$ cat src/rtl/animation_engine_pkg.sv
// animation_engine_pkg
//   Shared definitions for the animation engine: FSM state encoding, colour
//   constants, screen limits and the fixed origins of the status boxes and the
//   coin travel row, plus small helpers that map a step code to its box.
package animation_engine_pkg;

  typedef enum logic [2:0] {
    S_IDLE,
    S_STEP_FILL,
    S_TRV_DRAW,
    S_TRV_WAIT,
    S_TRV_ERASE,
    S_DONE
  } state_t;

  localparam logic [2:0] COL_BG    = 3'b000;
  localparam logic [2:0] COL_COIN  = 3'b110;
  localparam logic [2:0] COL_STEP1 = 3'b010;
  localparam logic [2:0] COL_STEP2 = 3'b110;
  localparam logic [2:0] COL_STEP3 = 3'b100;

  localparam int SCREEN_W = 160;
  localparam int SCREEN_H = 120;

  localparam logic [7:0] BOX_ORIGIN_X  = 8'd8;
  localparam logic [6:0] BOX_ORIGIN_Y  = 7'd8;
  localparam logic [6:0] TRAVEL_BASE_Y = 7'd60;

  function automatic logic [2:0] step_colour(input logic [1:0] k);
    logic [2:0] c;
    case (k)
      2'd1:    c = COL_STEP1;
      2'd2:    c = COL_STEP2;
      2'd3:    c = COL_STEP3;
      default: c = COL_BG;
    endcase
    return c;
  endfunction

  // Box k sits at row 8 + 16*(k-1).
  function automatic logic [6:0] box_origin_y(input logic [1:0] k);
    logic [1:0] km1;
    km1 = k - 2'd1;
    return BOX_ORIGIN_Y + {1'b0, km1, 4'b0000};
  endfunction

endpackage

$ cat src/rtl/animation_engine_if.sv
// animation_engine_if
//   Command/response and pixel-write bundle between the transaction
//   controllers (master), the animation engine (slave) and the VGA adapter.
//   step/travel      : command codes from the controller
//   done_step/travel : one-cycle completion pulses
//   busy             : engine occupied
//   x, y, colour     : pixel address and colour, valid while plot is high
interface animation_engine_if;
  logic [1:0] step;
  logic [2:0] travel;
  logic       done_step;
  logic       done_travel;
  logic       busy;
  logic [7:0] x;
  logic [6:0] y;
  logic [2:0] colour;
  logic       plot;

  modport master (
    output step, travel,
    input  done_step, done_travel, busy, x, y, colour, plot
  );

  modport slave (
    input  step, travel,
    output done_step, done_travel, busy, x, y, colour, plot
  );
endinterface

$ cat src/rtl/animation_engine_frame_tick.sv
// frame_tick_gen
//   Free-running frame divider. Counts 0..FRAME_TICKS-1 and raises tick for
//   the single cycle the count equals FRAME_TICKS-1, then wraps to 0.
//   clock  : system clock
//   resetn : asynchronous active-low reset
//   tick   : one-cycle frame pulse
module frame_tick_gen #(
  parameter int FRAME_TICKS = 833333
) (
  input  logic clock,
  input  logic resetn,
  output logic tick
);
  localparam int CW = (FRAME_TICKS > 1) ? $clog2(FRAME_TICKS) : 1;
  localparam logic [CW-1:0] LAST = CW'(FRAME_TICKS - 1);

  logic [CW-1:0] cnt;

  assign tick = (cnt == LAST);

  always_ff @(posedge clock or negedge resetn) begin
    if (!resetn) cnt <= '0;
    else if (tick) cnt <= '0;
    else cnt <= cnt + 1'b1;
  end
endmodule

$ cat src/rtl/animation_engine.sv
// animation_engine
//   Responder end of the animation command interface. A step code k (1..3)
//   fills status box k; a travel code k (1..7) slides a coin sprite one pixel
//   per frame along row 60 starting at column 16*k. Pixels go out through the
//   x/y/colour/plot write port; completion is a one-cycle done pulse.
// Parameters
//   SPRITE_SIZE   coin edge in pixels
//   FRAME_TICKS   clocks per animation frame
//   TRAVEL_PIXELS pixels moved per travel command
//   BOX_SIZE      status box edge in pixels
// Ports
//   clock  : system clock
//   resetn : asynchronous active-low reset
//   bus    : slave side of animation_engine_if (commands in, done/busy and
//            registered pixel writes out)
module animation_engine
  import animation_engine_pkg::*;
#(
  parameter int SPRITE_SIZE   = 4,
  parameter int FRAME_TICKS   = 833333,
  parameter int TRAVEL_PIXELS = 40,
  parameter int BOX_SIZE      = 8
) (
  input  logic               clock,
  input  logic               resetn,
  animation_engine_if.slave  bus
);
  localparam logic [7:0] BOX_M1    = 8'(BOX_SIZE - 1);
  localparam logic [7:0] SPRITE_M1 = 8'(SPRITE_SIZE - 1);
  localparam logic [7:0] POS_LAST  = 8'(TRAVEL_PIXELS - 1);

  state_t     state, state_nx;
  logic [7:0] col, col_nx;
  logic [7:0] row, row_nx;
  logic [7:0] pos, pos_nx;
  logic [2:0] code, code_nx;
  logic       is_trv, is_trv_nx;
  logic       step_armed, step_armed_nx;
  logic       trv_armed, trv_armed_nx;
  logic       tick;

  logic       pix_plot;
  logic [7:0] pix_x;
  logic [6:0] pix_y;
  logic [2:0] pix_col;

  logic [7:0] edge_m1;
  logic       last_col, last_row;

  frame_tick_gen #(.FRAME_TICKS(FRAME_TICKS)) u_tick (
    .clock  (clock),
    .resetn (resetn),
    .tick   (tick)
  );

  // One row/col counter pair serves fill, draw and erase; only the edge
  // length differs between box and sprite.
  assign edge_m1  = (state == S_STEP_FILL) ? BOX_M1 : SPRITE_M1;
  assign last_col = (col == edge_m1);
  assign last_row = (row == edge_m1);

  always_comb begin
    state_nx      = state;
    col_nx        = col;
    row_nx        = row;
    pos_nx        = pos;
    code_nx       = code;
    is_trv_nx     = is_trv;
    // A channel re-arms whenever its input is seen at zero.
    step_armed_nx = step_armed | (bus.step == 2'd0);
    trv_armed_nx  = trv_armed | (bus.travel == 3'd0);
    pix_plot      = 1'b0;
    pix_x         = '0;
    pix_y         = '0;
    pix_col       = COL_BG;

    case (state)
      S_IDLE: begin
        col_nx = '0;
        row_nx = '0;
        pos_nx = '0;
        if (bus.travel != 3'd0 && trv_armed) begin
          is_trv_nx    = 1'b1;
          code_nx      = bus.travel;
          trv_armed_nx = 1'b0;
          state_nx     = S_TRV_DRAW;
        end else if (bus.step != 2'd0 && step_armed) begin
          is_trv_nx     = 1'b0;
          code_nx       = {1'b0, bus.step};
          step_armed_nx = 1'b0;
          state_nx      = S_STEP_FILL;
        end
      end

      S_STEP_FILL: begin
        pix_plot = 1'b1;
        pix_x    = BOX_ORIGIN_X + col;
        pix_y    = box_origin_y(code[1:0]) + row[6:0];
        pix_col  = step_colour(code[1:0]);
        if (last_col) begin
          col_nx = '0;
          row_nx = last_row ? 8'd0 : row + 8'd1;
          if (last_row) state_nx = S_DONE;
        end else begin
          col_nx = col + 8'd1;
        end
      end

      S_TRV_DRAW, S_TRV_ERASE: begin
        pix_plot = 1'b1;
        pix_x    = {1'b0, code, 4'b0000} + pos + col;
        pix_y    = TRAVEL_BASE_Y + row[6:0];
        pix_col  = (state == S_TRV_DRAW) ? COL_COIN : COL_BG;
        if (last_col) begin
          col_nx = '0;
          row_nx = last_row ? 8'd0 : row + 8'd1;
          if (last_row) begin
            if (state == S_TRV_DRAW) begin
              state_nx = S_TRV_WAIT;
            end else begin
              pos_nx   = pos + 8'd1;
              state_nx = S_TRV_DRAW;
            end
          end
        end else begin
          col_nx = col + 8'd1;
        end
      end

      S_TRV_WAIT: begin
        if (tick) state_nx = (pos == POS_LAST) ? S_DONE : S_TRV_ERASE;
      end

      S_DONE: state_nx = S_IDLE;

      default: state_nx = S_IDLE;
    endcase
  end

  always_ff @(posedge clock or negedge resetn) begin
    if (!resetn) begin
      state      <= S_IDLE;
      col        <= '0;
      row        <= '0;
      pos        <= '0;
      code       <= '0;
      is_trv     <= 1'b0;
      step_armed <= 1'b1;
      trv_armed  <= 1'b1;
    end else begin
      state      <= state_nx;
      col        <= col_nx;
      row        <= row_nx;
      pos        <= pos_nx;
      code       <= code_nx;
      is_trv     <= is_trv_nx;
      step_armed <= step_armed_nx;
      trv_armed  <= trv_armed_nx;
    end
  end

  // Pixel port is registered: it shows the pixel addressed by last cycle's
  // counters, so the final pixel of a fill lands in the DONE cycle.
  always_ff @(posedge clock or negedge resetn) begin
    if (!resetn) begin
      bus.plot   <= 1'b0;
      bus.x      <= '0;
      bus.y      <= '0;
      bus.colour <= '0;
    end else begin
      bus.plot   <= pix_plot;
      bus.x      <= pix_x;
      bus.y      <= pix_y;
      bus.colour <= pix_col;
    end
  end

  assign bus.busy        = (state != S_IDLE) && (state != S_DONE);
  assign bus.done_step   = (state == S_DONE) && !is_trv;
  assign bus.done_travel = (state == S_DONE) && is_trv;

endmodule
$ cat src/flat_wrapper.sv
// flat-port wrapper written by rule: the top's interface ports become plain ports
module animation_engine_flat import animation_engine_pkg::*;
#(
  parameter int SPRITE_SIZE   = 4,
  parameter int FRAME_TICKS   = 833333,
  parameter int TRAVEL_PIXELS = 40,
  parameter int BOX_SIZE      = 8
)
  (clock, resetn, bus_step, bus_travel, bus_done_step, bus_done_travel, bus_busy, bus_x, bus_y, bus_colour, bus_plot);
  animation_engine_if bus_i ();
  input  logic clock;
  input  logic resetn;
  input wire logic [$bits(bus_i.step)-1:0] bus_step;
  input wire logic [$bits(bus_i.travel)-1:0] bus_travel;
  output wire logic [$bits(bus_i.done_step)-1:0] bus_done_step;
  output wire logic [$bits(bus_i.done_travel)-1:0] bus_done_travel;
  output wire logic [$bits(bus_i.busy)-1:0] bus_busy;
  output wire logic [$bits(bus_i.x)-1:0] bus_x;
  output wire logic [$bits(bus_i.y)-1:0] bus_y;
  output wire logic [$bits(bus_i.colour)-1:0] bus_colour;
  output wire logic [$bits(bus_i.plot)-1:0] bus_plot;
  assign bus_i.step = bus_step;
  assign bus_i.travel = bus_travel;
  assign bus_done_step = bus_i.done_step;
  assign bus_done_travel = bus_i.done_travel;
  assign bus_busy = bus_i.busy;
  assign bus_x = bus_i.x;
  assign bus_y = bus_i.y;
  assign bus_colour = bus_i.colour;
  assign bus_plot = bus_i.plot;
  animation_engine #(.SPRITE_SIZE(SPRITE_SIZE), .FRAME_TICKS(FRAME_TICKS), .TRAVEL_PIXELS(TRAVEL_PIXELS), .BOX_SIZE(BOX_SIZE)) u_core (.clock(clock), .resetn(resetn), .bus(bus_i));
endmodule
$ cat config.mk
export PLATFORM = sky130hd
export DESIGN_NAME = animation_engine_flat
export DESIGN_NICKNAME = d
export VERILOG_FILES = /design/src/rtl/animation_engine_pkg.sv /design/src/rtl/animation_engine_if.sv /design/src/rtl/animation_engine_frame_tick.sv /design/src/rtl/animation_engine.sv /design/src/flat_wrapper.sv
export SDC_FILE = /design/constraint.sdc
export NUM_CORES = 1
export LEC_CHECK = 0
export ABC_AREA = 1
export BUFFER_PORTS_ARGS = -buffer_cell sky130_fd_sc_hd__buf_2
export CAP_MARGIN = 40
export CELL_PAD_IN_SITES_DETAIL_PLACEMENT = 0
export CELL_PAD_IN_SITES_GLOBAL_PLACEMENT = 1
export CORE_MARGIN = 2
export CORE_UTILIZATION = 30
export DETAILED_ROUTE_END_ITERATION = 10
export GPL_ROUTABILITY_DRIVEN = 1
export PLACE_DENSITY = 0.57
export RECOVER_POWER = 25
export SKIP_CTS_REPAIR_TIMING = 1
export SLEW_MARGIN = 20
export SYNTH_ARGS = -nofsm -noshare
export SYNTH_HDL_FRONTEND = slang
export SYNTH_SLANG_ARGS = --single-unit
$ cat constraint.sdc
create_clock -name clock -period 2.45 [get_ports clock]
set_clock_uncertainty 0.2 [all_clocks]
set_input_delay 0.245 -clock clock [delete_from_list [all_inputs] [get_ports clock]]
set_output_delay 0.245 -clock clock [all_outputs]
set_load 0.1 [all_outputs]
==> impl_metrics.json <==
{
  "status": "finished with violations",
  "failed_checks": "hold timing",
  "via_per_inst": 4.64,
  "cpPeakStageDelay_ns": 0.40,
  "timing.slew.headroom": 0.381,
  "mostFrequentLayoutCell": "nand2_1",
  "tightest_slew_ns": 0.928,
  "dp_cells": 778,
  "firstDrtPassIters": 6,
  "crit_chain": "buf_4 -> nor3_2 -> inv_2 -> nand2_1 -> inv_1 -> buf_2",
  "core_um2": 14000,
  "pwr_density_cell_nw_per_um2": 1080,
  "hold_path.startpoint": "bus_travel[2]",
  "num-fill-cells": 1509,
  "grt_max_degree": 38,
  "drive_gt1_frac": 0.123,
  "yosys-top-cells-area": "dfrtp_1 (40%), nand2_1 (11%), inv_1 (6.7%)",
  "ctsRootBufferMaster": "clkbuf_16",
  "placed_cell_area_um2": 4810,
  "holdWs_ns": -0.0336,
  "fin_crit_sh": 0.940,
  "ys_seq_elements": 71,
  "worstSkewPairLatency_ns": 0.34,
  "die_h_um": 124,
  "fin_crit_ns": 2.30,
  "cp-end-kind": "output port",
  "setup_viol_count_final": 0,
  "grt_use_total": 0.156,
  "timing.rr.start": "u_core.pos[1]$_DFFE_PN0P_",
  "die_x_um": 124,
  "avgSynthCellArea_um2": 7.77,
  "dieArea_um2": 15400,
  "min_path_type": "input port to flop",
  "rsz0062_at_grt": "false",
  "num_rows": 43,
  "finalMaxSlewViolations": 0,
  "grt_pass1_wl_um": 18200,
  "ant_nets": 0,
  "setup_slack_ns": 0.146,
  "path_clk_slew_ns": 0.05,
  "via_count": 3695,
  "share_seq_of_total_power": 0.287,
  "crit_buf_inv": 4,
  "hold_end": "u_core.code[2]$_DFFE_PN0P_",
  "ys_seq_area_frac": 0.411,
  "ff_latch_area_um2": 1780,
  "wirelength_um": 11100,
  "r2r_cells": 8,
  "cts-buffers-inserted": 9,
  "antennaDiodeCount": 0,
  "swShare": 0.489,
  "antenna_found_initial": 0,
  "crit_family": "buffers and inverters",
  "numPortBuffers": 27,
  "p_clk_frac": 0.215,
  "yosys.area.top_type": "dfrtp_1",
  "fin_area_um2": 5090,
  "r2r_setup_slack_ns": 0.19,
  "grt_pass1_vias": 3576,
  "final_cell_mix": "nand2_1 (122), inv_1 (77), dfrtp_1 (69)",
  "initial_core_util": 0.309,
  "reg2reg_to": "u_core.bus.x[5]$_DFF_PN0_",
  "hold_violations": 2,
  "clockBufferDepth": 2,
  "synth_cell_types": 37,
  "cp.required_ns": 2.01,
  "nets": 648,
  "cp_data_arrival_time_ns": 1.86,
  "cts_num_sinks": 71,
  "wire_per_inst_um": 13.9,
  "holdPathStages": 3,
  "area_growth_pct": 17.8,
  "cp_slowest_cell": "dfrtp_1",
  "dp_hpwl_um": 8600,
  "tns_ns": 0,
  "cts_tree": "built",
  "multi_input_area_um2": 2190,
  "maxCapViolCount": 0,
  "crit_path_start_kind": "flop",
  "netlist_area_um2": 4330,
  "cp_max_fo": 15,
  "pre_cts_slack_ns": 0.177,
  "power.switching_uw": 2690,
  "power.leakage_uw": 0.00252,
  "gp_congestion": 0.817,
  "stdcell_count": 797,
  "htree_levels": 3,
  "ir_worst_vdd_mv": 0.836,
  "syn_nets": 592,
  "synth_cells": 557,
  "io_pins": 29,
  "ys_warn_count": 0,
  "drc_errors": 0,
  "critical_path_class": "flop to output port",
  "first_iter_violations": 163,
  "final_util": 0.364,
  "p_int_uw": 2810,
  "overflow": 0,
  "combPwrFrac": 0.498,
  "fmax_mhz": 434,
  "yosysTopAreaCellShare": 0.399
}
## per-layer routing
layer / routed length (µm) / track usage / share of wire / vias to the layer above
met1: 5460 / 0.212 / 0.49 / 1726
li1: - / - / - / 1914
met5: 0 / 0 / 0 / -
met3: 369 / 0.0316 / 0.033 / 11
met4: 136 / 0.0548 / 0.012 / 0
met2: 5130 / 0.248 / 0.46 / 44
## Yosys cell counts
library cell / n
a21oi_1: 13
a21oi_2: 1
a31oi_1: 3
buf_2: 2
buf_4: 1
buf_6: 2
clkbuf_1: 2
clkinv_2: 1
conb_1: 1
dfrtp_1: 69
dfstp_2: 2
fa_1: 5
ha_1: 23
inv_1: 77
inv_2: 4
nand2_1: 122
nand2_2: 2
nand2_4: 1
nand2_8: 1
nand3_1: 45
nand3_2: 3
nand3b_1: 1
nand4_1: 18
nor2_1: 68
nor3_1: 11
nor3_2: 1
o21a_1: 2
o21ai_0: 37
o21ai_1: 1
o21bai_1: 1
o22ai_1: 9
o31ai_1: 1
o32ai_1: 1
or2_1: 1
or2_2: 1
xnor2_1: 4
xor2_1: 20
## stage by stage
stage / total power (µW) / hold slack, ns
after global placement: 4380 / 0.0477
after detailed placement: 4360 / 0.0534
after global routing: 5910 / 0.00407
final: 5500 / -0.0336
after CTS: 5590 / -0.316
after floorplan: 3610 / -0.251
## worst max-delay path by stage
stage                                     start                        end  slack (ns)  cells after the start
floorplan           u_core.state[2]$_DFFE_PN0P_  u_core.pos[0]$_DFFE_PN0P_        0.08                     13
global route          u_core.pos[4]$_DFFE_PN0P_  u_core.bus.x[6]$_DFF_PN0_       0.004                     10
detailed placement   u_core.code[1]$_DFFE_PN0P_  u_core.bus.x[6]$_DFF_PN0_        0.18                      8
global placement      u_core.pos[1]$_DFFE_PN0P_  u_core.bus.x[5]$_DFF_PN0_        0.19                      8
finish              u_core.state[0]$_DFFE_PN0P_                   bus_busy        0.15                      6
CTS                 u_core.state[0]$_DFFE_PN0P_                   bus_busy        0.12                      6
## layout make-up
class,instances,share of cell area
repair buffers,52,0.0653
clock inverters,1,0.000982
flip-flops and latches,71,0.349
inverters,82,0.0607
clock buffers,14,0.0499
multi-input cells,397,0.430
well taps,180,0.0442
## flip-flops by register name, summed over array words and instances, names as in the netlist
| name | flops |
|---|---|
| u_core.row | 8 |
| u_core.col | 8 |
| u_core.trv_armed | 1 |
| u_core.u_tick.cnt | 20 |
| u_core.bus.colour | 2 |
| u_core.bus.y | 7 |
| u_core.code | 3 |
| u_core.pos | 8 |
| u_core.state | 3 |
| u_core.is_trv | 1 |
| u_core.bus.plot | 1 |
| u_core.step_armed | 1 |
| u_core.bus.x | 8 |
## power by group through the flow
stage	Sequential (µW)	Combinational, µW	Clock (µW)
2_1_floorplan	2280	1330	0
6_report	1580	2740	1180
4_1_cts	1580	2780	1230
5_1_grt	1610	3020	1280
3_3_place_gp	1600	2780	0
3_5_place_dp	1600	2760	0
## cell families (layout without fill, tap and decap cells)
kind of cell    after synthesis  in the layout  synth area share
fa+ha+maj                    28             28            0.0897
xor+xnor                     24             24            0.0486
compound gates               69             69            0.0874
simple gates                275            275             0.280
buf+inv                      89            149            0.0824
other cells                   1              1          0.000867
flops                        71             71             0.411
## worst reg2reg max path, stage by stage (launching register included)
cell and delay (ns):
dfrtp_1 0.41, ha_1 0.30, ha_1 0.20, inv_1 0.07
fa_1 0.43, o31ai_1 0.33, nand2_1 0.08, nand2_1 0.06
o22ai_1 0.06
No activity file was read; power rests on OpenSTA's default activity.
